## config.mk

```make
export PLATFORM = sky130hd
export DESIGN_NAME = data_bus_sel
export DESIGN_NICKNAME = d
export VERILOG_FILES = /design/src/rtl/data_bus_sel.sv
export SDC_FILE = /design/constraint.sdc
export NUM_CORES = 1
export LEC_CHECK = 0
export ABC_AREA = 1
export CAP_MARGIN = 30
export CORE_ASPECT_RATIO = 1.5
export CORE_UTILIZATION = 52
export CTS_BUF_LIST = sky130_fd_sc_hd__clkbuf_2
export CTS_CLUSTER_DIAMETER = 30
export DETAILED_ROUTE_END_ITERATION = 8
export PLACE_DENSITY = 0.92
export SYNTH_ARGS = -nofsm -noshare
export SYNTH_HDL_FRONTEND = slang
export SYNTH_SLANG_ARGS = --single-unit
```

## constraint.sdc

```tcl
create_clock -name clk -period 2.29 [get_ports clk]
set_clock_uncertainty 0.05 [all_clocks]
set_input_delay 0.458 -clock clk [delete_from_list [all_inputs] [get_ports clk]]
set_output_delay 0.458 -clock clk [all_outputs]
set_load 0.05 [all_outputs]
```

## src/rtl/data_bus_sel.sv

```systemverilog
// Registered video data-bus selector: routes one channel or the simulation stream downstream.
// Configuration changes take effect only at sweep start, followed by a blanking window.
module data_bus_sel #(
    parameter int W         = 4,
    parameter int NCH       = 3,
    parameter int SELW      = 2,
    parameter int MTI_CH    = 2,
    parameter int BLANK_CYC = 8
) (
    input  logic              clk,
    input  logic              rst_n,
    input  logic              trig,
    input  logic [SELW-1:0]   mode_ch,
    input  logic              mode_auto,
    input  logic              data_source,
    input  logic              auto,
    input  logic [NCH*W-1:0]  bits_in,
    input  logic [W-1:0]      simulate,
    input  logic              in_valid,
    output logic [W-1:0]      bits,
    output logic              bits_valid,
    output logic              mti_nv,
    output logic [SELW-1:0]   act_ch,
    output logic              blanking
);

    typedef enum logic {RUN, BLANK} state_e;

    localparam logic [7:0]      BLANK_LOAD = 8'(BLANK_CYC);
    localparam logic [SELW-1:0] MTI_SEL    = SELW'(MTI_CH);

    state_e            state_q, state_d;
    logic [7:0]        cnt_q, cnt_d;
    logic [SELW-1:0]   act_ch_q, act_ch_d;
    logic              act_auto_q, act_auto_d;
    logic              act_src_q, act_src_d;
    logic [W-1:0]      bits_q, bits_d;
    logic              bits_valid_q, bits_valid_d;
    logic              mti_nv_q, mti_nv_d;

    logic [SELW-1:0]   req_ch;
    logic              cfg_change;
    logic [W-1:0]      sel_data;
    logic              sel_mti;

    // Out-of-range channel requests fall back to channel 0 before comparison.
    assign req_ch     = (int'(mode_ch) >= NCH) ? '0 : mode_ch;
    assign cfg_change = trig && ({req_ch, mode_auto, data_source} !=
                                 {act_ch_q, act_auto_q, act_src_q});

    // NOTE: every variable driven here gets a default first, so no path can infer a latch.
    always_comb begin
        state_d    = state_q;
        cnt_d      = cnt_q;
        act_ch_d   = act_ch_q;
        act_auto_d = act_auto_q;
        act_src_d  = act_src_q;

        if (cfg_change) begin
            act_ch_d   = req_ch;
            act_auto_d = mode_auto;
            act_src_d  = data_source;
            if (BLANK_CYC != 0) begin
                state_d = BLANK;
                cnt_d   = BLANK_LOAD;
            end
        end else begin
            case (state_q)
                BLANK: begin
                    if (cnt_q <= 8'd1) begin
                        state_d = RUN;
                        cnt_d   = 8'd0;
                    end else begin
                        cnt_d = cnt_q - 8'd1;
                    end
                end
                default: ;
            endcase
        end
    end

    // Selection uses the configuration active in the sampling cycle, not the one being loaded.
    always_comb begin
        sel_data = bits_in[act_ch_q*W +: W];
        if (act_src_q) begin
            sel_data = simulate;
        end else if (act_auto_q && auto) begin
            sel_data = bits_in[MTI_CH*W +: W];
        end
        sel_mti = act_auto_q ? auto : (act_ch_q == MTI_SEL);
    end

    always_comb begin
        bits_d       = bits_q;
        mti_nv_d     = mti_nv_q;
        bits_valid_d = in_valid;
        if (state_d == BLANK) begin
            bits_d       = '0;
            mti_nv_d     = 1'b0;
            bits_valid_d = 1'b0;
        end else if (in_valid) begin
            bits_d   = sel_data;
            mti_nv_d = sel_mti;
        end
    end

    // NOTE: sequential state uses non-blocking assignments so all registers update together.
    always_ff @(posedge clk or negedge rst_n) begin
        if (!rst_n) begin
            state_q      <= RUN;
            cnt_q        <= 8'd0;
            act_ch_q     <= '0;
            act_auto_q   <= 1'b0;
            act_src_q    <= 1'b0;
            bits_q       <= '0;
            bits_valid_q <= 1'b0;
            mti_nv_q     <= 1'b0;
        end else begin
            state_q      <= state_d;
            cnt_q        <= cnt_d;
            act_ch_q     <= act_ch_d;
            act_auto_q   <= act_auto_d;
            act_src_q    <= act_src_d;
            bits_q       <= bits_d;
            bits_valid_q <= bits_valid_d;
            mti_nv_q     <= mti_nv_d;
        end
    end

    assign bits       = bits_q;
    assign bits_valid = bits_valid_q;
    assign mti_nv     = mti_nv_q;
    assign act_ch     = act_ch_q;
    assign blanking   = (state_q == BLANK);

endmodule

```

Word-level counts from Yosys, hierarchy flattened
Cells that the tools add are included.
- latch bits: 0
- flip-flop bits (word level): 19
- memory bits (read-only): 0
- memories: 0
- output and inout port bits: 9
- bits in writable memories: 0
- divide/modulo/power cells: 0
- reduce and logical (&&, ||, !) cells: 4
- shift-type cells: 1
- magnitude comparators: 2
- add/sub/neg operators: 1
- mux-type cells: 15
- multipliers: 0
- equality and inequality tests: 2
- bitwise gates (word level): 0
- operators with widths (kind ; number):
    $mux 8 ; 3
    $mux 4 ; 4
    $shiftx 12x5->4 ; 1
    $le 8x1->1 const B ; 1
    $sub 8x1->8 const B ; 1
    $mux 1 ; 7
    $ne 4x4->1 ; 1
    $reduce_bool 2->1 ; 2
    $eq 2x2->1 const B ; 1
    $ge 2x2->1 const B ; 1
    $logic_and 1x1->1 ; 2
    $mux 2 ; 1

Longest topological paths before layout
- word-level depth: 6
- mapped depth: 10

Least setup slack after synthesis
Ideal clock, no wire load.
- path kind: flip-flop to flip-flop
- start point: reg cnt_q[0]
- end point: reg bits_q[0], in the netlist bits[0]
- cell stages (with the launch flop): 9
- path buffers: 1
- slack: 0.694 ns
- arrival: 1.427 ns
- cell sequence: dfrtp_1 > inv_1 > ha_1 > or2_2 > nand4_1 > nand2_1 > buf_2 > nand4_1 > nand2_1
- cells in the longest elaborated chain, start to end: 5
- elaborated cells between the ends (all ways): 6
- RTL lines (what ; RTL line ; RTL):
    start: declaration ; 33 ; logic [7:0] cnt_q, cnt_d;
    start signal: assignment ; 120 ; cnt_q <= cnt_d;
    $le 8x1->1 * ; 70 ; if (cnt_q <= 8'd1) begin
    $mux 1 * ; 70 ;
    $mux 1 * ; 68 ; case (state_q)
    $mux 1 * ; 59 ; if (cfg_change) begin
    $mux 4 / $reduce_bool 2->1 (equally long branches) ; -- ;
    end signal: assignment ; 124 ; bits_q <= bits_d;
    end: declaration ; 37 ; logic [W-1:0] bits_q, bits_d;
Every way passes the cells marked *; elsewhere a longest branch is shown, timed or not.
A chain may end at the register's enable or synchronous reset.

Worst setup path after layout
- start point: reg act_ch_q[0], in the netlist act_ch[0]
- end point: out act_ch[0]
- RTL lines (what ; RTL line ; RTL):
    start: declaration ; 34 ; logic [SELW-1:0] act_ch_q, act_ch_d;
    start signal: assignment ; 121 ; act_ch_q <= act_ch_d;
    end: declaration ; 23 ; output logic [SELW-1:0] act_ch,
No word-level cell between the ends.

==> summary.md <==
| Metric | Value |
|---|---|
| Final nets | `224` |
| Slew margin rel. | `66.9%` |
| Maximum clock frequency | `0.460 GHz` |
| Startpoint Class | `register` |
| Power Total | `0.00142 W` |
| Initial Util | `56.4%` |
| Top cells by area, synth | `dfrtp_1, nand2_1, nand4_1` |
| Vias in the first global route | `1060` |
| I/O pins | `34` |
| Worst hold slack | `0.401 ns` |
| Cell Area, Synth | `1160 µm²` |
| Final instance area | `1520 µm²` |
| Worst hold path class | `in -> async` |
| Die width | `40.5 µm` |
| First-pass GRT wire length | `4040 µm` |
| Via/cell ratio | `5.27` |
| Reg2reg end | `cnt_q[7]` |
| Final setup violation count | `0` |
| Hold violation total from the final report | `0` |
| Largest net degree at the start of global routing | `24` |
| Yosys cell types | `23` |
| First-pass DRT Iterations | `4` |
| Crit-path max FO | `8` |
| Post-DP Area | `1500 µm²` |
| IR drop worst, VDD | `0.402 mV` |
| Critical path class | `reg -> out` |
| Multi-input gate area | `602 µm²` |
| Worst Path Buf+Inv | `1` |
| DP Wirelength | `2010 µm` |
| GP Congestion | `0.740` |
| Most common cell after layout, fill and taps aside | `nand2_1` |
| Die Area | `2420 µm²` |
| Period utilization | `95.0%` |
| Clock sinks | `19` |
| Core footprint | `2050 µm²` |
| Setup Total Neg Slack | `0 ns` |
| Register area | `475 µm²` |
| CP endpoint kind | `primary output` |
| Worst skew pair latency | `0.30 ns` |
| Pins Over Slew Limit | `0` |
| Site Rows | `20` |
| Clock transition at the registers of the reported paths | `0.18 ns` |
| Slowest stage cell, crit path | `clkdlybuf4s50_1` |
| Post_cts resized | `0` |
| Worst-Margin Slew | `0.495 ns` |
| Min Tclk post-route | `2.18 ns` |
| RSZ-0062 raised after global routing | `no` |
| ANT nets after route | `0` |
| Leak Pwr | `0.766 nW` |
| Critical Path AT | `1.67 ns` |
| TritonCTS Buffers | `3` |
| WL/cell | `11.1 µm` |
| Setup bufs post-CTS | `0` |
| Fillers | `163` |
| Initial antenna violation count | `0` |
| #FFs+latches synth | `19` |
| Cell Pwr Density | `940 nW/µm²` |
| GRT overflow | `0` |
| CTS tree | `built` |
| Critical Path Max Stage Delay | `0.85 ns` |
| Sequence of cells on the critical path | `clkdlybuf4s50_1` |
| Commonest cells after routing, fill and taps aside | `nand2_1, clkdlybuf4s50_1, dfrtp_1` |
| DRC | `0` |
| Hold Buf Count CTS | `0` |
| Top cell type's share of synthesized area | `41.1%` |
| Synthesized area per cell | `7.19 µm²` |
| Synthesized instance count | `161` |
| Input/output buffers | `33` |
| RR Startpoint | `cnt_q[0]` |
| Max-cap violations | `0` |
| Htree depth | `1` |
| Initial DRC Count | `29` |
| R2R setup slack | `0.43 ns` |
| Die height | `59.8 µm` |
| Dominant cell type by area after synthesis | `dfrtp_1` |
| Synth Warn # | `0` |
| Layout Area Growth over Synthesis | `30.9%` |
| Depth of the most critical reg-to-reg path | `8` |
| Via count | `1148` |
| Final WL | `2410 µm` |
| Seq/Total Area, Yosys | `41.1%` |
| Max clock buf depth | `2` |
| # diodes | `0` |
| Critical Path RT | `1.78 ns` |
| Crit path max-delay family | `buffers and inverters` |
| Outcome | `finished, final reports clean` |
| Total GRT Usage | `24.3%` |
| Syn nets | `188` |
| Layout cell share with drive strength beyond 1 | `6.63%` |
| CTS Root Cell | `clkbuf_2` |
[worst max-delay path by stage]
stage / startpoint / endpoint / depth (start not counted)
after global routing: act_ch[0] / act_ch[0] / 1
after detailed placement: mode_ch[0] / act_src_q / 10
after CTS: act_ch[0] / act_ch[0] / 1
after floorplan: cnt_q[0] / bits[0] / 8
after global placement: mode_ch[0] / cnt_q[4] / 9
final: act_ch[0] / act_ch[0] / 1
[flip-flops by register name, indices dropped and copies added, names as in the netlist]
signal,count
cnt_q,8
bits,4
act_ch,2
act_auto_q,1
act_src_q,1
bits_valid,1
blanking,1
mti_nv,1
[metrics by stage]
stage	cells	utilization, %	setup WS [ns]
after floorplan	161	-	0.694
after global placement	214	72.9	0.393
final	218	73.8	0.115
after CTS	218	73.8	0.105
after global routing	218	73.8	0.0316
after detailed placement	214	72.9	0.307
[kinds of logic after synthesis]
group                      Yosys count  share of synthesized area (%)
AOI/OAI and AO/OA                   11                           4.97
buffers and inverters               17                           6.92
and+or+nand+nor                    107                           41.1
xor gates and xnor gates             5                           3.78
DFF                                 19                           41.1
adders and majority gates            2                           2.16
[report_power, final]
group	switching (W)	internal [W]
clock network	0.000101	0.0000396
registers	0.0000934	0.000429
logic	0.000484	0.000277
total	0.000679	0.000745
[Yosys cell counts]
cell type,instances
xor2_1,3
inv_2,2
o211ai_1,1
nor2_2,1
xnor2_1,2
ha_1,2
nand2_2,1
o21ai_0,5
inv_1,12
nor2_1,12
buf_2,1
o21ai_1,1
nand3_2,1
nand2_1,66
nor3_1,2
nor2_4,1
or2_2,1
nand4_1,13
dfrtp_1,19
buf_6,2
nand3_1,8
nand2_4,1
a21oi_1,4
[metal layers]
| layer | GRT usage, % | up-vias | wire length (µm) |
|---|---|---|---|
| met1 | 26.6 | 511 | 935 |
| met3 | 4.46 | 4 | 136 |
| met5 | 0 | - | 0 |
| met2 | 42.0 | 43 | 1300 |
| met4 | 12.4 | 0 | 43 |
| li1 | - | 590 | - |
[area by class of cell]
type	count	area share (%)
multi-input cells	125	39.7
well taps	22	1.82
repair buffers	34	22.3
inverters	14	3.47
clock buffers	3	0.991
clock inverters	1	0.330
flip-flops and latches	19	31.4
Power figures use the tool's default switching activity.
